### config.mk
export PLATFORM = sky130hd
export DESIGN_NAME = ntt_sched_gen
export DESIGN_NICKNAME = d
export VERILOG_FILES = /design/src/rtl/ntt_sched_pkg.sv /design/src/rtl/ntt_zeta_rom.sv /design/src/rtl/ntt_sched_gen.sv
export SDC_FILE = /design/constraint.sdc
export NUM_CORES = 1
export LEC_CHECK = 0
export ABC_AREA = 1
export BUFFER_PORTS_ARGS = -buffer_cell sky130_fd_sc_hd__buf_2
export CELL_PAD_IN_SITES_DETAIL_PLACEMENT = 1
export CELL_PAD_IN_SITES_GLOBAL_PLACEMENT = 1
export CORE_MARGIN = 10
export CORE_UTILIZATION = 47
export CTS_BUF_LIST = sky130_fd_sc_hd__clkbuf_16
export DETAILED_ROUTE_END_ITERATION = 8
export PLACE_DENSITY = 0.95
export REMOVE_ABC_BUFFERS = 1
export SETUP_SLACK_MARGIN = 0.1
export SYNTH_ARGS = -nofsm -noshare
export SYNTH_HDL_FRONTEND = slang
export SYNTH_SLANG_ARGS = --single-unit
export TNS_END_PERCENT = 5
### constraint.sdc
create_clock -name clk -period 5.2 [get_ports clk]
set_input_delay 1.04 -clock clk [delete_from_list [all_inputs] [get_ports clk]]
set_output_delay 1.04 -clock clk [all_outputs]
set_load 0.01 [all_outputs]
### src/rtl/ntt_sched_pkg.sv
// Shared constants, twiddle table and descriptor type for the NTT schedule
// generator. The optional inverse schedule is enabled by NTT_SCHED_INV_EN.
package ntt_sched_pkg;

   localparam int N_DEFAULT       = 256;
   localparam int LOG_N_DEFAULT   = 8;
   localparam int Q               = 3329;
   localparam int ZETA_W_DEFAULT  = 12;
   localparam int LAYER_W_DEFAULT = 3;

   // zeta^brv7(k) mod Q with zeta = 17, indexed by twiddle index k
   localparam logic [11:0] ZETA_TABLE [128] = '{
      12'd1,    12'd1729, 12'd2580, 12'd3289, 12'd2642, 12'd630,  12'd1897, 12'd848,
      12'd1062, 12'd1919, 12'd193,  12'd797,  12'd2786, 12'd3260, 12'd569,  12'd1746,
      12'd296,  12'd2447, 12'd1339, 12'd1476, 12'd3046, 12'd56,   12'd2240, 12'd1333,
      12'd1426, 12'd2094, 12'd535,  12'd2882, 12'd2393, 12'd2879, 12'd1974, 12'd821,
      12'd289,  12'd331,  12'd3253, 12'd1756, 12'd1197, 12'd2304, 12'd2277, 12'd2055,
      12'd650,  12'd1977, 12'd2513, 12'd632,  12'd2865, 12'd33,   12'd1320, 12'd1915,
      12'd2319, 12'd1435, 12'd807,  12'd452,  12'd1438, 12'd2868, 12'd1534, 12'd2402,
      12'd2647, 12'd2617, 12'd1481, 12'd648,  12'd2474, 12'd3110, 12'd1227, 12'd910,
      12'd17,   12'd2761, 12'd583,  12'd2649, 12'd1637, 12'd723,  12'd2288, 12'd1100,
      12'd1409, 12'd2662, 12'd3281, 12'd233,  12'd756,  12'd2156, 12'd3015, 12'd3050,
      12'd1703, 12'd1651, 12'd2789, 12'd1789, 12'd1847, 12'd952,  12'd1461, 12'd2687,
      12'd939,  12'd2308, 12'd2437, 12'd2388, 12'd733,  12'd2337, 12'd268,  12'd641,
      12'd1584, 12'd2298, 12'd2037, 12'd3220, 12'd375,  12'd2549, 12'd2090, 12'd1645,
      12'd1063, 12'd319,  12'd2773, 12'd757,  12'd2099, 12'd561,  12'd2466, 12'd2594,
      12'd2804, 12'd1092, 12'd403,  12'd1026, 12'd1143, 12'd2150, 12'd2775, 12'd886,
      12'd1722, 12'd1212, 12'd1874, 12'd1029, 12'd2110, 12'd2935, 12'd885,  12'd2154
   };

   // One butterfly descriptor at the default geometry
   typedef struct packed {
      logic [LOG_N_DEFAULT-1:0]   addr_a;
      logic [LOG_N_DEFAULT-1:0]   addr_b;
      logic [ZETA_W_DEFAULT-1:0]  zeta;
      logic [LOG_N_DEFAULT-2:0]   zeta_idx;
      logic [LAYER_W_DEFAULT-1:0] layer;
      logic                       gs;
      logic                       last_layer_bfly;
      logic                       last;
   } ntt_desc_t;

endpackage

### src/rtl/ntt_zeta_rom.sv
// Synchronous-read twiddle ROM; dout updates only when en is high and is
// cleared by srst. Kept in registers because the table is small.
module ntt_zeta_rom
   import ntt_sched_pkg::*;
#(
   parameter int ADDR_W = LOG_N_DEFAULT - 1,
   parameter int ZETA_W = ZETA_W_DEFAULT
) (
   input  logic              clk,
   input  logic              srst,
   input  logic              en,
   input  logic [ADDR_W-1:0] addr,
   output logic [ZETA_W-1:0] dout
);

   (* ram_style = "registers" *) logic [ZETA_W-1:0] dout_q;

   // Registered table lookup, held while en is low
   always_ff @(posedge clk) begin
      if (srst) begin
         dout_q <= '0;
      end else if (en) begin
         dout_q <= ZETA_W'(ZETA_TABLE[addr]);
      end
   end

   assign dout = dout_q;

endmodule

### src/rtl/ntt_sched_gen.sv
// NTT butterfly schedule generator: counters walk (layer, butterfly) and
// stream (addr_a, addr_b, zeta) descriptors through a two-stage pipeline.
// Handshake: a descriptor transfers on a rising edge where out_valid and
// out_ready are both 1; while out_valid=1 and out_ready=0 every out_* field
// holds. The Gentleman-Sande inverse ordering exists only when the macro
// NTT_SCHED_INV_EN is defined; otherwise mode is ignored.
module ntt_sched_gen
   import ntt_sched_pkg::*;
#(
   parameter int LOG_N   = LOG_N_DEFAULT,
   parameter int ZETA_W  = ZETA_W_DEFAULT,
   parameter int LAYER_W = $clog2(LOG_N - 1)
) (
   input  logic               clk,
   input  logic               srst,
   input  logic               start,
   input  logic               mode,
   output logic               busy,
   output logic               done,
   output logic               out_valid,
   input  logic               out_ready,
   output logic [LOG_N-1:0]   out_addr_a,
   output logic [LOG_N-1:0]   out_addr_b,
   output logic [ZETA_W-1:0]  out_zeta,
   output logic [LOG_N-2:0]   out_zeta_idx,
   output logic [LAYER_W-1:0] out_layer,
   output logic               out_gs,
   output logic               out_last_layer_bfly,
   output logic               out_last
);

   localparam int L  = LOG_N - 1;   // number of layers
   localparam int BW = LOG_N - 1;   // butterfly counter and twiddle index width

   // Counter stage
   logic               gen_active;
   logic [BW-1:0]      b_cnt;
   logic [LAYER_W-1:0] l_cnt;
`ifdef NTT_SCHED_INV_EN
   logic               inv_q;
   logic               s0_gs;
`else
   logic               unused_mode;
   assign unused_mode = mode;
`endif

   // S0 stage registers
   logic               s0_valid;
   logic [LOG_N-1:0]   s0_addr_a;
   logic [LOG_N-1:0]   s0_addr_b;
   logic [BW-1:0]      s0_k;
   logic [LAYER_W-1:0] s0_layer;
   logic               s0_last_lb;
   logic               s0_last;

   // Combinational descriptor for the current (b, l)
   logic [LAYER_W:0]   sh;
   logic [LOG_N-1:0]   len;
   logic [LOG_N-1:0]   g;
   logic [LOG_N-1:0]   off;
   logic [LOG_N-1:0]   addr_a_c;
   logic [LOG_N-1:0]   addr_b_c;
   logic [BW-1:0]      k_c;
   logic               last_lb_c;
   logic               last_c;
   logic [LAYER_W-1:0] l_next;

   logic adv;
   logic hs_last;

   assign adv     = !out_valid || out_ready;
   assign hs_last = out_valid && out_ready && out_last;

   // Address, twiddle index and end-of-layer/schedule flags from the counters
   always_comb begin
      sh        = (LAYER_W+1)'(L) - {1'b0, l_cnt};
      len       = LOG_N'(1) << sh;
      g         = {1'b0, b_cnt} >> sh;
      off       = {1'b0, b_cnt} & (len - LOG_N'(1));
      addr_a_c  = ((g << 1) << sh) | off;
      addr_b_c  = addr_a_c + len;
      k_c       = BW'((LOG_N'(1) << l_cnt) + g);
      last_lb_c = &b_cnt;
      last_c    = last_lb_c && (l_cnt == LAYER_W'(L - 1));
      l_next    = l_cnt + LAYER_W'(1);
`ifdef NTT_SCHED_INV_EN
      if (inv_q) begin
         k_c    = BW'((LOG_N'(2) << l_cnt) - LOG_N'(1) - g);
         last_c = last_lb_c && (l_cnt == '0);
         l_next = l_cnt - LAYER_W'(1);
      end
`endif
   end

   // Run control, counters, S0 and S1 registers, all gated by adv
   always_ff @(posedge clk) begin
      if (srst) begin
         busy                <= 1'b0;
         done                <= 1'b0;
         gen_active          <= 1'b0;
         b_cnt               <= '0;
         l_cnt               <= '0;
         s0_valid            <= 1'b0;
         s0_addr_a           <= '0;
         s0_addr_b           <= '0;
         s0_k                <= '0;
         s0_layer            <= '0;
         s0_last_lb          <= 1'b0;
         s0_last             <= 1'b0;
         out_valid           <= 1'b0;
         out_addr_a          <= '0;
         out_addr_b          <= '0;
         out_zeta_idx        <= '0;
         out_layer           <= '0;
         out_last_layer_bfly <= 1'b0;
         out_last            <= 1'b0;
`ifdef NTT_SCHED_INV_EN
         inv_q               <= 1'b0;
         s0_gs               <= 1'b0;
         out_gs              <= 1'b0;
`endif
      end else begin
         done <= hs_last;
         if (hs_last) begin
            busy <= 1'b0;
         end
         if (!busy && start) begin
            busy       <= 1'b1;
            gen_active <= 1'b1;
            b_cnt      <= '0;
`ifdef NTT_SCHED_INV_EN
            inv_q      <= mode;
            l_cnt      <= mode ? LAYER_W'(L - 1) : '0;
`else
            l_cnt      <= '0;
`endif
         end
         if (adv) begin
            if (gen_active) begin
               s0_valid   <= 1'b1;
               s0_addr_a  <= addr_a_c;
               s0_addr_b  <= addr_b_c;
               s0_k       <= k_c;
               s0_layer   <= l_cnt;
               s0_last_lb <= last_lb_c;
               s0_last    <= last_c;
`ifdef NTT_SCHED_INV_EN
               s0_gs      <= inv_q;
`endif
               if (last_c) begin
                  gen_active <= 1'b0;
               end else if (last_lb_c) begin
                  b_cnt <= '0;
                  l_cnt <= l_next;
               end else begin
                  b_cnt <= b_cnt + BW'(1);
               end
            end else begin
               s0_valid <= 1'b0;
            end
            out_valid <= s0_valid;
            if (s0_valid) begin
               out_addr_a          <= s0_addr_a;
               out_addr_b          <= s0_addr_b;
               out_zeta_idx        <= s0_k;
               out_layer           <= s0_layer;
               out_last_layer_bfly <= s0_last_lb;
               out_last            <= s0_last;
`ifdef NTT_SCHED_INV_EN
               out_gs              <= s0_gs;
`endif
            end
         end
      end
   end

`ifndef NTT_SCHED_INV_EN
   assign out_gs = 1'b0;
`endif

   // Twiddle lookup aligned with the S1 output register
   ntt_zeta_rom #(
      .ADDR_W (BW),
      .ZETA_W (ZETA_W)
   ) u_zeta_rom (
      .clk  (clk),
      .srst (srst),
      .en   (adv),
      .addr (s0_k),
      .dout (out_zeta)
   );

endmodule

=== Word level (Yosys, flattened, before mapping) ===
Memories as Yosys holds them, arrays and structs flattened. A register that Yosys moved wholly into a read port is not among the register bits.
Cells that the tools add are included.

* Flip-flop bits (word level): 71
* Input bits: 5
* Memories kept: 1
* Memory bits (read-only): 1536

{| class="wikitable"
|+ Memory list
! name !! depth !! width !! read ports !! clocked after memory_dff !! wr ports !! RTL line !! RTL
|-
| (no name shown) || 128 || 12 || 1 || 1 || 0 || ntt_zeta_rom.sv:23 || <nowiki>dout_q <= ZETA_W'(ZETA_TABLE[addr]);</nowiki>
|}

* Reduce and logical (&&, ||, !) cells: 11
* Shift-type cells: 4
* Multiplexer cells: 17
* Bitwise operators: 3
* Equal/unequal tests: 1
* Add/sub/neg operators: 6

{| class="wikitable"
|+ Operators with widths
! operator !! count
|-
| two-way mux 7 bit || 5
|-
| two-way mux 3 bit || 5
|-
| adder 8 bit || 1
|-
| AND 7 x 8 -> 8 bit || 1
|-
| NOT 7 -> 8 bit || 1
|-
| OR 8 bit || 1
|-
| << shifter 1 x 4 -> 8 bit, first input constant || 1
|-
| << shifter 8 x 4 -> 8 bit || 1
|-
| subtractor 8 x 1 -> 8 bit, second input constant || 1
|-
| adder 7 x 1 -> 7 bit, second input constant || 1
|-
| adder 7 bit || 1
|-
| two-way mux 1 bit || 7
|-
| AND reduction 7 bit || 1
|-
| << shifter 1 x 3 -> 7 bit, first input constant || 1
|-
| >> shifter 7 x 4 -> 7 bit || 1
|-
| logical AND 1 bit || 4
|-
| AND reduction 2 bit || 2
|-
| subtractor 3 x 3 -> 4 bit, first input constant || 1
|-
| adder 3 x 1 -> 3 bit, second input constant || 1
|-
| == test 3 bit, second input constant || 1
|-
| zero test 1 bit || 2
|-
| nonzero test 2 bit || 1
|-
| logical OR 1 bit || 1
|}

=== Depth between registers and ports, before layout ===
* Depth in word-level cells: 7
* Gate-level depth with buffers: 23
* Gate-level depth less buffers: 22

=== Hierarchy ===
Synthesis repeated with hierarchy kept, for this count alone.

* Cells, all modules: 1063
* Area, all modules: 6448.7 um^2

{| class="wikitable"
|+ By module, submodules not included
! module !! cells an instance !! area an instance (um^2) !! instances
|-
| ntt_sched_gen || 499 || 3724.8 || 1
|-
| ntt_zeta_rom || 564 || 2723.9 || 1
|}

=== Least setup slack after synthesis ===
OpenSTA, ideal clock, no wires.

* Kind: flip-flop to flip-flop
* Start point: register l_cnt[0]
* End point: register s0_addr_b[7]
* Setup slack: 2.399 ns
* Cell stages (with the launch flop): 21
* Data required time: 5.091 ns
* Library setup time: 0.109 ns
* Arrival: 2.692 ns
* Period minus slack after synthesis: 2.801 ns
* Path through: dfxtp_1 -> buf_4 -> inv_4 -> buf_6 -> ha_1 -> nand2_1 -> ha_1 -> or2_2 -> nand3_1 -> nand2_1 -> ha_1 -> a21oi_1 -> o21ai_0 -> nand2_1 -> nand2_1 -> a21oi_1 -> inv_1 -> nand3_1 -> nand3_1 -> nand2_1 -> inv_1

* Cells in the longest elaborated chain, start to end: 6
* Elaborated cells on any way between the ends: 8
* Classes of those cells: add/sub: 3; shift: 3; bitwise: 2

{| class="wikitable"
|+ RTL lines
! what !! RTL line !! RTL
|-
| from (decl) || ntt_sched_gen.sv:38 || <nowiki>logic [LAYER_W-1:0] l_cnt;</nowiki>
|-
| from (signal assigned) || ntt_sched_gen.sv:154 || <nowiki>l_cnt <= l_next;</nowiki>
|-
| subtractor 3 x 3 -> 4 bit (*) || ntt_sched_gen.sv:76 || <nowiki>sh = (LAYER_W+1)'(L) - {1'b0, l_cnt};</nowiki>
|-
| << shifter 1 x 4 -> 8 bit || ntt_sched_gen.sv:77 || <nowiki>len = LOG_N'(1) << sh;</nowiki>
|-
| subtractor 8 x 1 -> 8 bit || ntt_sched_gen.sv:79 || <nowiki>off = {1'b0, b_cnt} & (len - LOG_N'(1));</nowiki>
|-
| AND 7 x 8 -> 8 bit || ntt_sched_gen.sv:79 ||
|-
| OR 8 bit (*) || ntt_sched_gen.sv:80 || <nowiki>addr_a_c = ((g << 1) << sh) | off;</nowiki>
|-
| via addr_a_c[2] || ntt_sched_gen.sv:61 || <nowiki>logic [LOG_N-1:0] addr_a_c;</nowiki>
|-
| adder 8 bit (*) || ntt_sched_gen.sv:81 || <nowiki>addr_b_c = addr_a_c + len;</nowiki>
|-
| to (signal assigned) || ntt_sched_gen.sv:142 || <nowiki>s0_addr_b <= addr_b_c;</nowiki>
|-
| to (decl) || ntt_sched_gen.sv:50 || <nowiki>logic [LOG_N-1:0] s0_addr_b;</nowiki>
|}

The timed path passes the listed nets; every way through them passes the cells marked *.
A chain may end at the register's enable or synchronous reset.

=== Worst setup path after layout ===
* Start point: register l_cnt[1]
* End point: register s0_addr_b[7]

Same word-level chain as after synthesis.

==> metrics.md <==
| Metric | Value |
|---|---|
| Status | completed |
| Hold Crit Class | register to register |
| Total die area | 18,200 um^2 |
| Vias per cell | approximately 6.3 |
| Total congestion overflow | 0 |
| Fraction of layout cells with a size suffix above 1 | approximately 11% |
| Final setup viols | 0 |
| CTS resizes | 0 |
| Ant diodes | 0 |
| Top delay family on crit path | adder cells |
| Worst-Skew Late Latency | 0.35 ns |
| H-tree depth | 3 |
| Worst IR Drop VDD | between 0.2 and 0.25 mV |
| Filler cells | approximately 1,700 |
| RSZ-0062 raised after global routing | false |
| Avg Inst Size Synth | about 6.4 um^2 |
| Skew final | roughly 0.0069 ns |
| YS warnings | 0 |
| Count of cell types in the netlist | 47 |
| Max Cap Viol | 0 |
| Crit Path Category | register to register |
| Mapped Cells | between 900 and 1,000 |
| Core Box Area | approximately 13,000 um^2 |
| Vias in the first global route | about 7,200 |
| DPL Wire Length | 17.9 mm |
| Pwr Total | just under 0.002 W |
| Tcrit/Tclk final | about three quarters |
| CTS buffer count | 9 |
| Crit Path Max Fanout | 19 |
| Predominant post-synthesis flop cell | dfxtp_1 |
| Num ports | ~50 |
| Synthesized cell area | 6210 um^2 |
| Initial antenna violation count | 0 |
| Die W | roughly 130 um |
| Critical path endpoint category | register |
| Post-synthesis async set-or-reset flop share | 0% |
| Antenna-violating nets left | 0 |
| Post-synth EDFFs | 0 |
| Max Clock Freq | about 250 MHz |
| Global-route usage over all layers | a little over a quarter |
| Synthesis-to-finish area growth | 9.07% |
| WP buf/inv | 3 |
| First-pass GRT wire length | about 40 mm |
| Via count | between 7,000 and 8,000 |
| Port bufs | 46 |
| Detailed Route Iter0 Violations | approximately 920 |
| CP peak stage delay | between 0.7 and 0.8 ns |
| Nets | slightly above 1,000 |
| DR pass1 iterations | 5 |
| Startpoint Class | register |
| WL per Instance | around 22 um |
| DRT Wirelength | ~25 mm |
| Leak | roughly 3.3 nW |
| Cell Pwr Density | around 290 nW/um^2 |
| Worst-margin pin slew | between 0.8 and 0.9 ns |
| Row cnt | 41 |
| Largest net degree at the start of global routing | 43 |
| Placer Congestion | 1.04 |
| CTS Hold Bufs | 0 |
| Clock root buffer | clkbuf_16 |
| Die Y-Extent | between 100 and 150 um |
| Critical path arrival | about 4.2 ns |
| CTS tree | built |
| DRC errors left | 0 |
| CP max stage cell | dfxtp_1 |
| Sequential cell area fraction in the yosys report | between 20% and 30% |
| Postcts setup bufs | 0 |
| Max transition margin | 45.0% |
| Reg clk slew, reported paths | roughly 0.060 ns |
| Synthesized flop and latch total | between 80 and 90 |
| Final TNS setup | 0 ns |
| Critical-path cell list | ha_1 > ha_1 > inv_1 > ha_1 > or2_2 > nand3_1 > nand2_1 > ha_1 > a21oi_1 > o21ai_0 > nand2_1 > nand2_1 > a21oi_1 > inv_1 > nand3_1 > nand3_1 > nand2_1 > inv_1 |
| # clock sinks | 83 |
| Min cycle time layout | about 4 ns |
| Final Hold Viols | 0 |
| WP data required | around 5.5 ns |
| Starting density of the core | approximately half |
| Worst-case clock buffer depth | 2 |
| Max Slew Vio Count | 0 |
-- synthesized netlist by cell type (3+ instances only) --
| cell type | number | area [um^2] |
|---|---|---|
| inv_1 | 81 | 304 |
| a31oi_1 | 15 | 93.8 |
| nand3_1 | 95 | 475 |
| nor2_1 | 87 | 327 |
| clkinv_1 | 3 | 11.3 |
| nand2_1 | 186 | 698 |
| o21ai_0 | 97 | 485 |
| buf_2 | 17 | 85.1 |
| dfxtp_1 | 83 | 1660 |
| o2111ai_1 | 4 | 35.0 |
| o21ai_1 | 20 | 100 |
| o22ai_1 | 8 | 50.1 |
| buf_1 | 6 | 22.5 |
| clkbuf_1 | 28 | 105 |
| nor3_1 | 5 | 25.0 |
| buf_4 | 7 | 52.6 |
| o211ai_1 | 21 | 158 |
| ha_1 | 31 | 388 |
| nand4_1 | 9 | 56.3 |
| a21oi_1 | 86 | 430 |
| nand2_2 | 4 | 25.0 |
| o221ai_1 | 10 | 87.6 |
| o311ai_1 | 3 | 26.3 |
| xor2_1 | 11 | 96.3 |
| a211oi_1 | 4 | 30.0 |
| inv_2 | 11 | 41.3 |
| inv_4 | 3 | 18.8 |
| nor2_2 | 6 | 37.5 |
-- final timing paths --
path / slack (ns) / start / cells past startpoint / endpoint
max: 1.25 / l_cnt[1]$_SDFF_PP0_ / 18 / s0_addr_b[7]$_SDFFE_PP0P_
min: 0.48 / s0_addr_b[7]$_SDFFE_PP0P_ / 2 / out_addr_b[7]$_SDFFE_PP0P_
max reg2reg: 1.25 / l_cnt[1]$_SDFF_PP0_ / 18 / s0_addr_b[7]$_SDFFE_PP0P_
min reg2reg: 0.48 / s0_addr_b[7]$_SDFFE_PP0P_ / 2 / out_addr_b[7]$_SDFFE_PP0P_
-- area by class of cell --
cell class              count  area, um^2  share of cell area (%)
clock buffers               9         225                    3.33
clock inverters             7         100                    1.48
inverters                  99         380                    5.62
multi-input cells         728        3880                    57.3
flip-flops and latches     83        1660                    24.5
well taps                 172         215                    3.18
repair buffers             56         305                    4.51
-- report_power, final --
part / switching, W / total [W] / leakage (nW) / internal [W]
sequential: 0.0000451 / 0.000731 / 0.680 / 0.000686
clock: 0.000283 / 0.000708 / 0.154 / 0.000425
combinational: 0.000363 / 0.000513 / 2.50 / 0.000150
-- logic make-up (layout without fill, tap and decap cells) --
| kind of cell | count (synthesis) | count (layout) | synth area share, % |
|---|---|---|---|
| compound gates | 278 | 278 | 25.5 |
| other cells | 2 | 2 | 0.121 |
| xor+xnor | 13 | 13 | 1.83 |
| simple gates | 402 | 402 | 28.1 |
| flops | 83 | 83 | 26.8 |
| buf+inv | 159 | 171 | 10.8 |
| fa+ha+maj | 33 | 33 | 6.90 |
-- layout by cell type (no fill, tap or decap), drive strengths merged --
cell type	count
a2111oi	1
a211oi	4
a21o	2
a21oi	86
a221oi	2
a22oi	2
a31oi	15
and2	1
buf	56
bufinv	2
clkbuf	9
clkinv	5
clkinvlp	2
conb	2
dfxtp	83
fa	2
ha	31
inv	97
nand2	192
nand3	96
nand4	9
nor2	96
nor3	5
nor4	1
o2111ai	4
o211ai	21
o21a	1
o21ai	117
o21bai	1
o221ai	10
o22ai	9
o311ai	3
or2	2
xnor2	2
xor2	11
-- registers in the layout, summed over array words and instances, names as in the netlist, 3 cells and up --
register,cells
l_cnt,3
out_addr_b,8
b_cnt,7
out_zeta_idx,7
s0_k,7
u_zeta_rom.dout,12
s0_addr_a,8
out_addr_a,8
s0_addr_b,8
s0_layer,3
out_layer,3
-- per-layer routing --
layer	track usage [%]	wire (um)	vias to the layer above
met5	0	0	-
met4	7.80	558	0
met3	8.09	2760	59
met2	42.4	11100	403
met1	36.1	10900	3508
li1	-	-	3299
-- worst reg2reg max path, stage by stage, from the launching register on --
cell and delay, ns:
dfxtp_1 0.78, ha_1 0.38, ha_1 0.18, inv_1 0.08
ha_1 0.23, or2_2 0.30, nand3_1 0.09, nand2_1 0.09
ha_1 0.34, a21oi_1 0.29, o21ai_0 0.21, nand2_1 0.10
nand2_1 0.06, a21oi_1 0.31, inv_1 0.10, nand3_1 0.09
nand3_1 0.07, nand2_1 0.09, inv_1 0.05
-- through the flow --
step | utilization [%] | setup WS [ns] | instances | cell area, um^2 | hold slack (ns)
2_1_floorplan | - | 1.55 | 910 | 5920 | 0.432
3_3_place_gp | 50.4 | 1.69 | 1138 | 6440 | 0.451
3_5_place_dp | 50.4 | 1.52 | 1138 | 6440 | 0.454
4_1_cts | 53.0 | 1.39 | 1154 | 6770 | 0.476
5_1_grt | 53.0 | 0.965 | 1154 | 6770 | 0.506
6_report | 53.0 | 1.25 | 1154 | 6770 | 0.481
Power figures use the tool's default switching activity.
